<file path="src/rtl/cache_mem_arbiter_if.sv">
// Cache/RAM bus bundle for the cache-to-memory arbiter.
// slave: arbiter side. master: the caches + RAM model side (testbench).
interface cache_mem_arbiter_if #(
  parameter int WORD_W = 32
);
  // icache side
  logic              iREN;
  logic [WORD_W-1:0] iaddr;
  logic              iwait;
  logic [WORD_W-1:0] iload;
  // dcache side
  logic              dREN;
  logic              dWEN;
  logic [WORD_W-1:0] daddr;
  logic [WORD_W-1:0] dstore;
  logic              dwait;
  logic [WORD_W-1:0] dload;
  // RAM side
  logic              ramREN;
  logic              ramWEN;
  logic [WORD_W-1:0] ramaddr;
  logic [WORD_W-1:0] ramstore;
  logic [WORD_W-1:0] ramload;
  logic [1:0]        ramstate;
  // status
  logic              err_abort;
  logic              gnt_d;

  modport slave (
    input  iREN, iaddr, dREN, dWEN, daddr, dstore, ramload, ramstate,
    output iwait, iload, dwait, dload, ramREN, ramWEN, ramaddr, ramstore,
           err_abort, gnt_d
  );

  modport master (
    output iREN, iaddr, dREN, dWEN, daddr, dstore, ramload, ramstate,
    input  iwait, iload, dwait, dload, ramREN, ramWEN, ramaddr, ramstore,
           err_abort, gnt_d
  );
endinterface

</file>
<file path="src/rtl/cache_mem_arbiter.sv">
// Single-ported RAM arbiter between icache and dcache.
// Data requests have strict priority; a grant is held until the RAM reports
// ACCESS, the requester withdraws/redirects, or MAX_RETRY ERRORs accumulate.
// All cache/RAM outputs are decoded from the registered state so that an
// asynchronous reset returns them to idle values immediately.
module cache_mem_arbiter #(
  parameter int WORD_W    = 32,
  parameter int MAX_RETRY = 4
) (
  input  logic                CLK,
  input  logic                nRST,
  cache_mem_arbiter_if.slave  bus
);
  localparam int RC_W = $clog2(MAX_RETRY + 1);

  localparam logic [1:0] RS_ACCESS = 2'd2;
  localparam logic [1:0] RS_ERROR  = 2'd3;

  typedef enum logic [1:0] {IDLE, DACC, IFETCH} state_t;

  state_t            state_q, state_d;
  logic [WORD_W-1:0] addr_q,  addr_d;
  logic [WORD_W-1:0] data_q,  data_d;
  logic              wr_q,    wr_d;
  logic [RC_W-1:0]   retry_q, retry_d;

  logic d_any;
  logic d_same_op;

  assign d_any = bus.dREN | bus.dWEN;
  // A latched write stays live only while dWEN is high; a latched read only
  // while it is still a plain read (dWEN rising turns it into a new request).
  assign d_same_op = wr_q ? bus.dWEN : (bus.dREN & ~bus.dWEN);

  // State, latched request and retry count registers
  always_ff @(posedge CLK or negedge nRST) begin
    if (!nRST) begin
      state_q <= IDLE;
      addr_q  <= '0;
      data_q  <= '0;
      wr_q    <= 1'b0;
      retry_q <= '0;
    end else begin
      state_q <= state_d;
      addr_q  <= addr_d;
      data_q  <= data_d;
      wr_q    <= wr_d;
      retry_q <= retry_d;
    end
  end

  // Arbitration, RAM strobes and cache responses
  always_comb begin
    state_d       = state_q;
    addr_d        = addr_q;
    data_d        = data_q;
    wr_d          = wr_q;
    retry_d       = retry_q;
    bus.iwait     = 1'b1;
    bus.iload     = '0;
    bus.dwait     = 1'b1;
    bus.dload     = '0;
    bus.ramREN    = 1'b0;
    bus.ramWEN    = 1'b0;
    bus.ramaddr   = '0;
    bus.ramstore  = '0;
    bus.err_abort = 1'b0;
    bus.gnt_d     = 1'b0;

    case (state_q)
      IDLE: begin
        retry_d = '0;
        if (d_any) begin
          addr_d  = bus.daddr;
          data_d  = bus.dstore;
          wr_d    = bus.dWEN;
          state_d = DACC;
        end else if (bus.iREN) begin
          addr_d  = bus.iaddr;
          wr_d    = 1'b0;
          state_d = IFETCH;
        end
      end

      DACC: begin
        bus.gnt_d    = 1'b1;
        bus.ramaddr  = addr_q;
        bus.ramstore = data_q;
        bus.ramWEN   = wr_q;
        bus.ramREN   = ~wr_q;
        // Redirect beats completion so a stale word never reaches the cache.
        if (d_any && bus.daddr != addr_q) begin
          state_d = IDLE;
        end else if (bus.ramstate == RS_ACCESS) begin
          bus.dwait = 1'b0;
          if (!wr_q) bus.dload = bus.ramload;
          state_d = IDLE;
        end else if (!d_same_op) begin
          state_d = IDLE;
        end else if (bus.ramstate == RS_ERROR) begin
          retry_d = retry_q + RC_W'(1);
          if (retry_q == RC_W'(MAX_RETRY - 1)) begin
            bus.err_abort = 1'b1;
            state_d       = IDLE;
          end
        end
      end

      IFETCH: begin
        bus.ramaddr = addr_q;
        bus.ramREN  = 1'b1;
        if (bus.iREN && bus.iaddr != addr_q) begin
          state_d = IDLE;
        end else if (bus.ramstate == RS_ACCESS) begin
          bus.iwait = 1'b0;
          bus.iload = bus.ramload;
          state_d   = IDLE;
        end else if (!bus.iREN) begin
          state_d = IDLE;
        end else if (bus.ramstate == RS_ERROR) begin
          retry_d = retry_q + RC_W'(1);
          if (retry_q == RC_W'(MAX_RETRY - 1)) begin
            bus.err_abort = 1'b1;
            state_d       = IDLE;
          end
        end
      end

      default: state_d = IDLE;
    endcase
  end
endmodule

</file>
<file path="src/flat_wrapper.sv">
// flat-port wrapper written by rule: the top's interface ports become plain ports
module cache_mem_arbiter_flat 
#(
  parameter int WORD_W    = 32,
  parameter int MAX_RETRY = 4
)
  (CLK, nRST, bus_iREN, bus_iaddr, bus_dREN, bus_dWEN, bus_daddr, bus_dstore, bus_ramload, bus_ramstate, bus_iwait, bus_iload, bus_dwait, bus_dload, bus_ramREN, bus_ramWEN, bus_ramaddr, bus_ramstore, bus_err_abort, bus_gnt_d);
  cache_mem_arbiter_if #(.WORD_W(WORD_W)) bus_i ();
  input  logic CLK;
  input  logic nRST;
  input wire logic [$bits(bus_i.iREN)-1:0] bus_iREN;
  input wire logic [$bits(bus_i.iaddr)-1:0] bus_iaddr;
  input wire logic [$bits(bus_i.dREN)-1:0] bus_dREN;
  input wire logic [$bits(bus_i.dWEN)-1:0] bus_dWEN;
  input wire logic [$bits(bus_i.daddr)-1:0] bus_daddr;
  input wire logic [$bits(bus_i.dstore)-1:0] bus_dstore;
  input wire logic [$bits(bus_i.ramload)-1:0] bus_ramload;
  input wire logic [$bits(bus_i.ramstate)-1:0] bus_ramstate;
  output wire logic [$bits(bus_i.iwait)-1:0] bus_iwait;
  output wire logic [$bits(bus_i.iload)-1:0] bus_iload;
  output wire logic [$bits(bus_i.dwait)-1:0] bus_dwait;
  output wire logic [$bits(bus_i.dload)-1:0] bus_dload;
  output wire logic [$bits(bus_i.ramREN)-1:0] bus_ramREN;
  output wire logic [$bits(bus_i.ramWEN)-1:0] bus_ramWEN;
  output wire logic [$bits(bus_i.ramaddr)-1:0] bus_ramaddr;
  output wire logic [$bits(bus_i.ramstore)-1:0] bus_ramstore;
  output wire logic [$bits(bus_i.err_abort)-1:0] bus_err_abort;
  output wire logic [$bits(bus_i.gnt_d)-1:0] bus_gnt_d;
  assign bus_i.iREN = bus_iREN;
  assign bus_i.iaddr = bus_iaddr;
  assign bus_i.dREN = bus_dREN;
  assign bus_i.dWEN = bus_dWEN;
  assign bus_i.daddr = bus_daddr;
  assign bus_i.dstore = bus_dstore;
  assign bus_i.ramload = bus_ramload;
  assign bus_i.ramstate = bus_ramstate;
  assign bus_iwait = bus_i.iwait;
  assign bus_iload = bus_i.iload;
  assign bus_dwait = bus_i.dwait;
  assign bus_dload = bus_i.dload;
  assign bus_ramREN = bus_i.ramREN;
  assign bus_ramWEN = bus_i.ramWEN;
  assign bus_ramaddr = bus_i.ramaddr;
  assign bus_ramstore = bus_i.ramstore;
  assign bus_err_abort = bus_i.err_abort;
  assign bus_gnt_d = bus_i.gnt_d;
  cache_mem_arbiter #(.WORD_W(WORD_W), .MAX_RETRY(MAX_RETRY)) u_core (.CLK(CLK), .nRST(nRST), .bus(bus_i));
endmodule
</file>
<file path="config.mk">
export PLATFORM = sky130hd
export DESIGN_NAME = cache_mem_arbiter_flat
export DESIGN_NICKNAME = d
export VERILOG_FILES = /design/src/rtl/cache_mem_arbiter_if.sv /design/src/rtl/cache_mem_arbiter.sv /design/src/flat_wrapper.sv
export SDC_FILE = /design/constraint.sdc
export NUM_CORES = 1
export LEC_CHECK = 0
export BUFFER_PORTS_ARGS = -buffer_cell sky130_fd_sc_hd__buf_2
export CORE_MARGIN = 4
export CORE_UTILIZATION = 41
export CTS_CLUSTER_DIAMETER = 60
export CTS_CLUSTER_SIZE = 30
export DETAILED_ROUTE_END_ITERATION = 16
export GPL_TIMING_DRIVEN = 1
export PLACE_DENSITY = 0.78
export SLEW_MARGIN = 40
export SYNTH_ARGS = -nofsm -noshare
export SYNTH_HDL_FRONTEND = slang
export SYNTH_SLANG_ARGS = --single-unit
</file>
<file path="constraint.sdc">
create_clock -name CLK -period 1.8 [get_ports CLK]
set_input_delay 0.09 -clock CLK [delete_from_list [all_inputs] [get_ports CLK]]
set_output_delay 0.09 -clock CLK [all_outputs]
set_load 0.01 [all_outputs]
</file>
=== Yosys cells after proc, flatten, opt, wreduce, memory -nomap -nowiden ===
Index checks and enable logic that the tools add are counted.

* Register bits: 70
* Input bits: 135

* Eq/ne operators: 14
* Reductions and logical operators: 9
* Bitwise operators: 4
* Mux-type cells: 50
* Add/sub/neg operators: 1

{| class="wikitable"
|+ Operator list
! operator !! number
|-
| $mux 32 || 11
|-
| $ne 32x32->1 || 2
|-
| $mux 3 || 7
|-
| $mux 2 || 10
|-
| $mux 1 || 18
|-
| $ne 2x2->1 const B || 5
|-
| $pmux 3 s3 || 1
|-
| $reduce_and 7->1 || 1
|-
| $eq 2x2->1 const B || 3
|-
| $pmux 2 s3 || 1
|-
| $pmux 1 s2 || 2
|-
| $reduce_and 2->1 || 2
|-
| $add 3x1->3 const B || 1
|-
| $eq 3x2->1 const B || 1
|-
| $ne 3x2->1 const B || 1
|-
| $reduce_bool 3->1 || 1
|-
| $eq 2x1->1 const B || 1
|-
| $logic_and 1x1->1 || 2
|-
| $logic_not 2->1 || 1
|-
| $ne 2x1->1 const B || 1
|-
| $not 1->1 || 2
|-
| $reduce_bool 2->1 || 1
|-
| $reduce_or 2->1 || 1
|-
| $and 1x1->1 || 1
|-
| $or 1x1->1 || 1
|}

=== Logic depth before layout (Yosys ltp) ===
Gate-level depths: netlist of run 1.

* Depth in word-level cells: 7
* Mapped depth: 8
* Mapped depth without buffers: 7

=== Least setup slack after synthesis of run 1 ===
OpenSTA, ideal clock, no wires.

* Path kind: register to register
* Start point: register u_core.state_q[0]
* End point: register u_core.retry_q[0]
* Path slack: -0.129 ns
* Library setup time: 0.128 ns
* Required time: 1.672 ns
* Data arrival time: 1.802 ns
* Cell stages (with the launch flop): 8
* Cell sequence: dfrtp_1 inv_1 ha_1 o21ai_0 nor4_2 nand4_1 a22oi_2 mux2_1

* Word-level cells in the longest chain between the ends: 3
* Elaborated cells between the ends (all ways): 12
* Those cells by class: eq/ne: 8; mux: 1; reduce/logical: 3

{| class="wikitable"
|+ RTL lines
! item !! line !! text
|-
| start, declared || cache_mem_arbiter.sv:21 || <nowiki>state_t state_q, state_d;</nowiki>
|-
| start signal, assigned || cache_mem_arbiter.sv:44 || <nowiki>state_q <= state_d;</nowiki>
|-
| $eq 2x2->1 (tied with other cells) || cache_mem_arbiter.sv:70 || <nowiki>case (state_q)</nowiki>
|-
| $ne 2x2->1 (no source line) (tied with other cells) || n/a ||
|-
| $reduce_and 7->1 (no source line) || n/a ||
|-
| end signal, assigned || cache_mem_arbiter.sv:48 || <nowiki>retry_q <= retry_d;</nowiki>
|-
| end, declared || cache_mem_arbiter.sv:25 || <nowiki>logic [RC_W-1:0] retry_q, retry_d;</nowiki>
|}

Several ways; a longest one is shown, not always the timed one.
A chain may end at the register's enable or synchronous reset.

=== Worst setup path in the final report of run 1 ===
* Start point: register u_core.addr_q[2]
* End point: output bus_iload[24]

* Word-level cells in the longest chain between the ends: 4

{| class="wikitable"
|+ RTL lines
! item !! line !! text
|-
| start, declared || cache_mem_arbiter.sv:22 || <nowiki>logic [WORD_W-1:0] addr_q, addr_d;</nowiki>
|-
| start signal, assigned || cache_mem_arbiter.sv:45 || <nowiki>addr_q <= addr_d;</nowiki>
|-
| $ne 32x32->1 || cache_mem_arbiter.sv:112 || <nowiki>if (bus.iREN && bus.iaddr != addr_q) begin</nowiki>
|-
| $logic_and 1x1->1 || cache_mem_arbiter.sv:112 ||
|-
| $mux 32 || cache_mem_arbiter.sv:112 ||
|-
| $mux 32 || cache_mem_arbiter.sv:70 ||
|-
| end, declared || flat_wrapper.sv:20 || <nowiki>output wire logic [$bits(bus_i.iload)-1:0] bus_iload;</nowiki>
|}

No other way between the ends.

==> results by group, run 1 <==
Global route
  – First-pass GRT wire length: 24.9 mm
  – Largest net degree at the start of global routing: 66
  – Total Routing Usage GR: 23.8%
  – Global route overflow: 0
  – Vias in the first global route: 5016
  – Initial antenna violation count: 1

Setup path
  – Max incr delay on CP: 0.41 ns
  – CP top delay family: simple AND/OR/NAND/NOR gates
  – Buffer and inverter count on the worst path: 4
  – Setup Crit Path Kind: flop to output pin
  – Startpoint Class: flop
  – Worst path cell trace: xnor2_1 -> nand4_1 -> nor4_2 -> buf_4 -> nand4_1 -> a21oi_4 -> buf_12 -> clkbuf_16 -> and2_4 -> buf_6
  – CP Max Fanout: 8
  – Crit. End Element: output pin
  – CP most frequent cell: nand4_1
  – Worst EP required: 1.71 ns
  – Crit path DAT: 2.45 ns
  – Crit-path slowest cell: dfrtp_1

STA
  – Rel. slew slack: 75.7%
  – Final Critical Period: 2.54 ns
  – Measured slew at the worst slew-check pin: 0.360 ns
  – Setup ws final: -0.739 ns
  – Setup Skew: 0.00333 ns
  – Maximum clock frequency: 394 MHz
  – Final period util: 141%
  – Slew Viols, Final: 0
  – Final setup vio count: 100
  – Fin. Hold Viols: 0
  – RSZ-0062 raised after global routing: true

Floorplan
  – Total core area: 0.0114 mm²
  – Initial cell density of the core: 41.7%
  – Die Wd: 116 µm
  – Die ar.: 0.0134 mm²
  – # rows: 39
  – I/O pins: 269
  – Die Span Y: 116 µm

Power and ir drop
  – Combinational Power Share: 50.5%
  – Switching Share: 33.9%
  – Pwr per Cell Area: 1010 mW/mm²
  – Leak Pwr: 4.14 nW
  – Clock power share: 20.4%
  – Int Pwr: 5.62 mW
  – Worst VDD drop: 0.662 mV
  – Net Sw Power: 2.88 mW
  – Seq pwr share: 29.1%

Routing
  – Wirelength per Cell: 17.8 µm
  – Vias post-DR: 5059
  – # DRC: 0
  – Remaining antenna violation count: 0
  – Vias per inst: 4.96
  – DRT iter0 DRCs: 190
  – Drt pass-1 iters: 4
  – DRT Wirelength: 18.2 mm

Run
  – Max-cap violation count: 0

Clocking
  – Clk sinks: 70
  – Clk pin slew, worst setup/hold paths: 0.05 ns
  – CTS tree: yes
  – Total CTS buffers: 9
  – H-tree depth: 3
  – CTS Buffer Depth: 2
  – CTS Root Cell: clkbuf_16
  – Worst skew pair latency: 0.33 ns

Synth
  – Syn_nets: 649
  – Yosys warning total: 0
  – Main synth FF type: dfrtp_1
  – Async SR Flop Fraction: 100%
  – Cells after synthesis: 508
  – EDFF count, synth: 0
  – Synth unique cells: 41
  – Sequential fraction of the synthesis area: 36.7%
  – Synth Area per Inst: 9.38 µm²
  – Post-Syn Area: 0.00477 mm²
  – #FFs+latches synth: 70

Cells and area
  – Final Cell Area: 0.00839 mm²
  – Area delta synth->final: 76.0%
  – Layout cells sized above 1: 55.8%
  – Most common cell after layout, fill and taps aside: buf_2
  – Most frequent cells in the layout: buf_2 (205), buf_6 (71), and2_1 (69), dfrtp_1 (68), and2_4 (60)
  – Net count reported at finish: 1013

Placed design
  – HPWL after detailed placement: 12.2 mm
  – DP Area: 0.00672 mm²
  – Port Buffers: 268
  – Final RePlAce weighted congestion: 0.849
  – Pre-CTS setup slack: -0.319 ns

Min path
  – Min-delay worst type: input port to flop

Outcome
  – Status: finished, violations left
  – Failing checks: negative setup slack
-- worst reg2reg max path, delay by kind of cell, from the launching register on --
kind | cells | cell delay (ns)
AOI/OAI and AO/OA | 1 | 0.22
muxes | 1 | 0.32
buffers and inverters | 3 | 0.45
xor gates and xnor gates | 1 | 0.17
DFF | 1 | 0.41
and+or+nand+nor | 3 | 0.44
-- through the flow --
stage | instances | TNS (ns) | utilization (%) | total power, mW | hold slack (ns)
CTS | 994 | -42.84 | 66.2 | 7.68 | 0.00391
global placement | 945 | -18.97 | 58.8 | 5.64 | 0.00391
detailed placement | 945 | -21.10 | 58.8 | 5.72 | 0.00261
global route | 1020 | -55.94 | 73.5 | 9.02 | 0.00906
finish | 1020 | -44.49 | 73.5 | 8.51 | 0.0149
floorplan | 508 | -1.84 | - | 4.23 | -0.206
-- power by group through the flow --
stage | clock (mW) | sequential (mW) | combinational (mW)
6_report | 1.74 | 2.48 | 4.30
3_3_place_gp | 0 | 2.44 | 3.20
4_1_cts | 1.76 | 2.45 | 3.46
5_1_grt | 1.85 | 2.54 | 4.62
3_5_place_dp | 0 | 2.47 | 3.25
2_1_floorplan | 0 | 2.43 | 1.80
-- timing repair --
action	CTS	global route
resized for setup	39	122
setup endpoints to repair	137	105
hold buffers	29	2
endpoints found under the hold margin	78	2
gates cloned	0	7
pin swaps	7	22
setup buffers	5	17
-- Yosys cell counts (2+ instances only) --
master	count	area (µm²)
clkbuf_1	19	71.3
nor3b_1	2	15.0
a31o_2	2	17.5
xor2_1	3	26.3
nor2_1	5	18.8
nand2_1	40	150
buf_2	3	15.0
mux2i_1	35	350
dfrtp_1	70	1750
a21oi_1	2	10.0
nor2b_1	3	18.8
clkbuf_2	6	30.0
a31oi_1	2	12.5
o21ai_0	35	175
nor4_2	2	25.0
and2_1	129	807
nand2b_1	7	43.8
ha_1	6	75.1
nand4_1	17	106
inv_1	13	48.8
nor4_1	2	12.5
xnor2_1	55	482
mux2_2	32	360
-- routing by layer --
metal	global-route usage (%)	share of wire, %
met1	26.2	36
met2	43.4	54
met3	6.01	6.8
met4	9.67	3.5
met5	0	0
-- flip-flops by register name, indices dropped and copies added, names as in the netlist --
signal	flops
u_core.data_q	32
u_core.retry_q	3
u_core.addr_q	32
u_core.state_q	2
u_core.wr_q	1
-- worst paths after layout --
kind                                    from           endpoint  slack [ns]  cells after the start
setup / recovery            u_core.addr_q[2]      bus_iload[24]       -0.74                     10
hold / removal                bus_dstore[19]  u_core.data_q[19]        0.01                      2
setup reg to reg           u_core.addr_q[30]  u_core.retry_q[0]       -0.33                      9
hold reg to reg             u_core.data_q[5]   u_core.data_q[5]        0.50                      1
max in group asynchronous               nRST  u_core.addr_q[23]        1.00                      3
min in group asynchronous               nRST  u_core.addr_q[19]        0.20                      2
-- cell type report --
class | instances | area [µm²]
flip-flops and latches | 70 | 1750
multi-input cells | 397 | 3210
well taps | 143 | 179
repair buffers | 381 | 2910
inverters | 13 | 48.8
fillers | 789 | 3030
clock buffers | 15 | 288
diodes | 1 | 2.50
-- kinds of logic after synthesis --
logic type | synth area share [%]
flops | 36.7
simple gates | 26.0
xor+xnor | 10.7
mux | 15.1
buf+inv | 3.46
fa+ha+maj | 1.57
compound gates | 6.46
(Power assumes the default switching activity.)
==> run 2: changes to the inputs <==
--- a/config.mk
+++ b/config.mk
@@ -6,13 +6,15 @@
 export NUM_CORES = 1
 export LEC_CHECK = 0
 export BUFFER_PORTS_ARGS = -buffer_cell sky130_fd_sc_hd__buf_2
+export CELL_PAD_IN_SITES_DETAIL_PLACEMENT = 0
+export CELL_PAD_IN_SITES_GLOBAL_PLACEMENT = 1
 export CORE_MARGIN = 4
-export CORE_UTILIZATION = 41
+export CORE_UTILIZATION = 29
 export CTS_CLUSTER_DIAMETER = 60
 export CTS_CLUSTER_SIZE = 30
 export DETAILED_ROUTE_END_ITERATION = 16
 export GPL_TIMING_DRIVEN = 1
-export PLACE_DENSITY = 0.78
+export PLACE_DENSITY_LB_ADDON = 0.1
 export SLEW_MARGIN = 40
 export SYNTH_ARGS = -nofsm -noshare
 export SYNTH_HDL_FRONTEND = slang
==> run 2 against run 1 <==
Effect of this change: the flow still finishes with violations (negative setup slack); first-iteration DRC count is 14% lower; wire length is 0.26% higher; clock skew hardly changed; sequential share of layout area is 0.79 points higher; register-to-register slack better by 0.04 ns; clock-buffer cell count is 2 lower; critical path depth stayed put.
==> results by group, run 2 (same netlist as run 1, synthesis figures left out) <==
Outcome
  – Status: finished, violations left
  – Failing checks: negative setup slack

Cells and area
  – Post-layout util: 50.5%
  – Area of the multi-input gates: 0.00311 mm²
  – Post-route non-filler standard cell count: 1078
  – Most frequent cells in the layout: buf_2 (228), and2_1 (86), dfrtp_1 (70), xnor2_1 (51), buf_4 (49)
  – Area delta synth->final: 69.4%
  – Net count reported at finish: 997
  – Register Area: 0.00175 mm²
  – Top Registers: u_core.addr_q x32, u_core.data_q x32, u_core.retry_q x3
  – Layout cells sized above 1: 51.9%
  – Most common cell after layout, fill and taps aside: buf_2
  – Fill cells: 1531

Setup path
  – R2R Path End: u_core.retry_q[0]
  – Crit. End Element: output pin
  – Setup Crit Path Kind: flop to output pin
  – R2r setup slk: -0.29 ns
  – Crit path DAT: 2.42 ns
  – Worst EP required: 1.71 ns
  – Crit-path slowest cell: dfrtp_1
  – R2R Path Start: u_core.addr_q[28]
  – Startpoint Class: flop
  – R2R depth: 8
  – Worst path cell trace: xnor2_1 -> buf_4 -> nand4_1 -> nor4_2 -> buf_4 -> nand4_1 -> a21oi_2 -> buf_12 -> and2_4 -> buf_2
  – Max incr delay on CP: 0.39 ns
  – CP Max Fanout: 33

Global route
  – Largest net degree at the start of global routing: 40
  – Vias in the first global route: 5019
  – Global route overflow: 0
  – First-pass GRT wire length: 27.1 mm
  – Total Routing Usage GR: 18.8%
  – Initial antenna violation count: 2

Power and ir drop
  – Pwr per Cell Area: 1030 mW/mm²
  – Worst VDD drop: 0.627 mV
  – Tot Pwr: 8.28 mW
  – Leak Pwr: 3.97 nW

Clocking
  – CTS Root Cell: clkbuf_16
  – Worst skew pair latency: 0.34 ns
  – CTS Buffer Depth: 2
  – Clk pin slew, worst setup/hold paths: 0.05 ns
  – CTS tree: yes
  – Total CTS buffers: 9
  – Clk sinks: 70
  – H-tree depth: 3

STA
  – Setup Skew: 0.00379 ns
  – Final Critical Period: 2.51 ns
  – Slew Viols, Final: 0
  – Maximum clock frequency: 398 MHz
  – Fin. Hold Viols: 0
  – Rel. slew slack: 62.5%
  – Setup ws final: -0.713 ns
  – Measured slew at the worst slew-check pin: 0.562 ns
  – RSZ-0062 raised after global routing: true
  – Sum Neg Setup Slack: -45.27 ns
  – Final setup vio count: 80
  – Final period util: 140%
  – Hold slack: 0.0645 ns

Min path
  – Hold path start: bus_dWEN
  – Hold Path Cell Cnt: 3
  – Worst hold endpoint: u_core.wr_q
  – Min-delay worst type: input port to flop

Floorplan
  – I/O pins: 269
  – Die Span Y: 136 µm
  – Total core area: 0.0160 mm²
  – Die Wd: 136 µm
  – Die ar.: 0.0186 mm²
  – # rows: 46
  – Initial cell density of the core: 29.8%

Routing
  – Drt pass-1 iters: 4
  – Wirelength per Cell: 16.9 µm
  – Vias post-DR: 4881
  – Met2 WL: 8.82 mm
  – Remaining antenna violation count: 0
  – DRT Wirelength: 18.2 mm
  – Met3 wire len: 1.51 mm
  – DR top layer: met5
  – Vias per inst: 4.53
  – M1 WL: 7.62 mm
  – DRT iter0 DRCs: 164
  – # DRC: 0

Placed design
  – HPWL after detailed placement: 13.8 mm
  – Placed cells: 1019
  – Final RePlAce weighted congestion: 0.811
  – Port Buffers: 268

Run
  – Max-cap violation count: 0
## run 2: where the power goes
group | total, mW | switching [mW] | internal [mW]
Sequential | 2.47 | 0.397 | 2.07
Combinational | 4.09 | 1.76 | 2.33
Clock | 1.72 | 0.680 | 1.04
## run 2: what timing repair did
action	4_1_cts	5_1_grt
hold endpoints to repair	70	0
pin swaps	10	7
endpoints found under the setup margin	138	105
gates resized for setup	45	57
gates cloned	1	3
setup buffers	3	4
hold buffers	33	0
## run 2: final cells by class
| type | instances | share of cell area (%) |
|---|---|---|
| multi-input cells | 397 | 38.5 |
| repair buffers | 365 | 32.3 |
| flip-flops and latches | 70 | 21.7 |
| clock buffers | 13 | 3.35 |
| well taps | 216 | 3.35 |
| inverters | 13 | 0.604 |
| clock inverters | 3 | 0.217 |
| diodes | 1 | 0.0310 |
## run 2: metal layers
| metal | up-vias | GRT usage, % |
|---|---|---|
| li1 | 2390 | - |
| met1 | 2277 | 23.7 |
| met2 | 189 | 31.9 |
| met3 | 23 | 5.22 |
| met4 | 2 | 4.31 |
| met5 | - | 0 |
## run 2: per-stage QoR
step / setup WS [ns] / cell area [µm²]
2_1_floorplan: -0.0817 / 4820
3_3_place_gp: -0.530 / 6830
3_5_place_dp: -0.463 / 6830
4_1_cts: -0.750 / 7720
5_1_grt: -0.815 / 8070
6_report: -0.713 / 8080
## run 2: critical path: cells and delay by family, from the launching register on
kind,cells,cell delay (ns)
buffers and inverters,4,0.62
xor gates and xnor gates,1,0.19
and+or+nand+nor,4,0.68
DFF,1,0.39
AOI/OAI and AO/OA,1,0.20
## run 2: worst max-delay path by stage
stage                            from                 to  depth (start not counted)
finish              u_core.addr_q[28]      bus_iload[29]                         10
global placement    u_core.addr_q[30]      bus_err_abort                          8
detailed placement  u_core.addr_q[24]      bus_iload[29]                          9
global route        u_core.addr_q[28]      bus_iload[21]                         10
floorplan            u_core.addr_q[7]  u_core.retry_q[0]                          6
CTS                 u_core.addr_q[24]      bus_iload[29]                          9
==> run 3: changes to the inputs <==
==> constraint.sdc (replaced) <==
create_clock -name CLK -period 1.8 [get_ports CLK]
set_input_delay 0.18 -clock CLK [delete_from_list [all_inputs] [get_ports CLK]]
set_output_delay 0.18 -clock CLK [all_outputs]
set_load 0.01 [all_outputs]
==> run 3 against run 2 <==
Effect of this change: the run still ends with negative setup slack left; clock skew rose by 0.0032 ns; setup slack worse by 0.099 ns; wire length about the same; core utilization increased by 0.21 points; via count shrank 2.2%; design area up 0.42%; worst hold slack improved by 0.0084 ns; fmax is 3.8% lower; sequential share of layout area down 0.075 points; largest cell class unchanged; largest power group unchanged.
==> results by group, run 3 (same netlist as run 1, synthesis figures left out) <==
Outcome
  – Status: finished, violations left
  – Failing checks: negative setup slack

Setup path
  – Crit path DAT: 2.43 ns
  – Worst EP required: 1.62 ns
  – CP Max Fanout: 33
  – Crit. End Element: output pin
  – Startpoint Class: flop
  – Setup Crit Path Kind: flop to output pin

Cells and area
  – Net count reported at finish: 972
  – Most frequent cells in the layout: buf_2 (201), buf_6 (70), dfrtp_1 (69), and2_1 (67), and2_4 (62)
  – Layout cells sized above 1: 57.4%
  – Most common cell after layout, fill and taps aside: buf_2
  – Top Registers: u_core.addr_q x32, u_core.data_q x32, u_core.retry_q x3
  – Fill cells: 1532
  – # diodes: 0
  – Area delta synth->final: 70.1%
  – Final Cell Area: 0.00811 mm²
  – Post-layout util: 50.7%
  – Post-route non-filler standard cell count: 1052

Global route
  – Largest net degree at the start of global routing: 66
  – Initial antenna violation count: 2
  – Global route overflow: 0
  – First-pass GRT wire length: 26.6 mm
  – Vias in the first global route: 4831
  – Total Routing Usage GR: 18.5%

STA
  – Rel. slew slack: 63.8%
  – Hold slack: 0.0729 ns
  – RSZ-0062 raised after global routing: true
  – Slew Viols, Final: 0
  – Final period util: 145%
  – Measured slew at the worst slew-check pin: 0.542 ns
  – Setup ws final: -0.813 ns
  – Fin. Hold Viols: 0
  – Setup Skew: 0.00697 ns
  – Final Critical Period: 2.61 ns
  – Final setup vio count: 90
  – Maximum clock frequency: 383 MHz
  – Sum Neg Setup Slack: -52.82 ns

Power and ir drop
  – Worst VDD drop: 0.550 mV
  – Tot Pwr: 8.52 mW
  – Leak Pwr: 3.97 nW
  – Pwr per Cell Area: 1050 mW/mm²

Clocking
  – CTS Root Cell: clkbuf_16
  – Clk sinks: 70
  – H-tree depth: 3
  – CTS tree: yes
  – Clk pin slew, worst setup/hold paths: 0.06 ns
  – Worst skew pair latency: 0.34 ns
  – CTS Buffer Depth: 2
  – Total CTS buffers: 9

Routing
  – # DRC: 0
  – Met2 WL: 9.23 mm
  – DRT iter0 DRCs: 103
  – Wirelength per Cell: 17.3 µm
  – M1 WL: 7.25 mm
  – DRT Wirelength: 18.2 mm
  – Drt pass-1 iters: 4
  – DR top layer: met5
  – Vias per inst: 4.54
  – Met3 wire len: 1.52 mm
  – Remaining antenna violation count: 0
  – Vias post-DR: 4772

Floorplan
  – I/O pins: 269
  – # rows: 46
  – Total core area: 0.0160 mm²
  – Initial cell density of the core: 29.8%
  – Die Wd: 136 µm
  – Die Span Y: 136 µm
  – Die ar.: 0.0186 mm²

Placed design
  – HPWL after detailed placement: 13.8 mm
  – Placed cells: 1024
  – DP Area: 0.00691 mm²
  – Port Buffers: 268
  – Final RePlAce weighted congestion: 0.796
  – Pre-CTS setup slack: -0.618 ns

Min path
  – Min-delay worst type: input port to flop

Run
  – Max-cap violation count: 0
run 3: changes by cell type in the layout (fill, tap and decap cells not counted), moves of 3 or more:
cell | previous run | this run
and2_4 | 43 | 62
buf_8 | 1 | 4
dlygate4sd3_1 | 33 | 1
xnor2_1 | 51 | 46
buf_6 | 40 | 70
buf_2 | 228 | 201
and2_1 | 86 | 67
xnor2_2 | 4 | 9
run 3: metal layers:
metal,up-vias,global-route usage (%)
li1,2348,-
met1,2225,22.8
met2,172,32.1
met3,23,5.29
met4,4,4.37
met5,-,0
run 3: layout make-up:
class                   count  area (µm²)  share of cell area (%)
clock buffers              10         239                    2.95
repair buffers            340        2520                    31.0
flip-flops and latches     70        1750                    21.6
clock inverters             6        93.8                    1.16
well taps                 216         270                    3.33
inverters                  13        48.8                   0.602
multi-input cells         397        3190                    39.3
run 3: final timing paths:
check,cells after the start,to,startpoint,slack (ns)
worst max register to register,7,u_core.retry_q[0],u_core.addr_q[30],-0.24
min in group asynchronous,2,u_core.addr_q[25],nRST,0.37
max in group asynchronous,3,u_core.data_q[24],nRST,0.84
worst min register to register,1,u_core.data_q[26],u_core.data_q[26],0.50
worst min-delay path,2,u_core.data_q[21],bus_dstore[21],0.07
worst max-delay path,9,bus_iload[7],u_core.addr_q[30],-0.81
run 3: worst max-delay path, stage by stage (launching register included):
cell	delay, ns
dfrtp_1	0.43
xnor2_1	0.16
nand4_1	0.16
nor4_2	0.34
buf_4	0.17
nand4_1	0.13
a21oi_2	0.23
buf_12	0.19
and2_1	0.15
buf_2	0.13
run 3: where the power goes:
group	switching, mW	internal [mW]	total (mW)
clock	0.720	1.26	1.98
sequential	0.409	2.07	2.48
combinational	1.76	2.29	4.05
run 3: repair_timing:
action / in CTS / in global routing
setup endpoints to repair: 128 / 106
buffers inserted: 4 / 9
endpoints found under the hold margin: 36 / 0
pin swaps: 1 / 25
cloned: 2 / 3
gates resized for setup: 69 / 78
hold buffers: 1 / 0
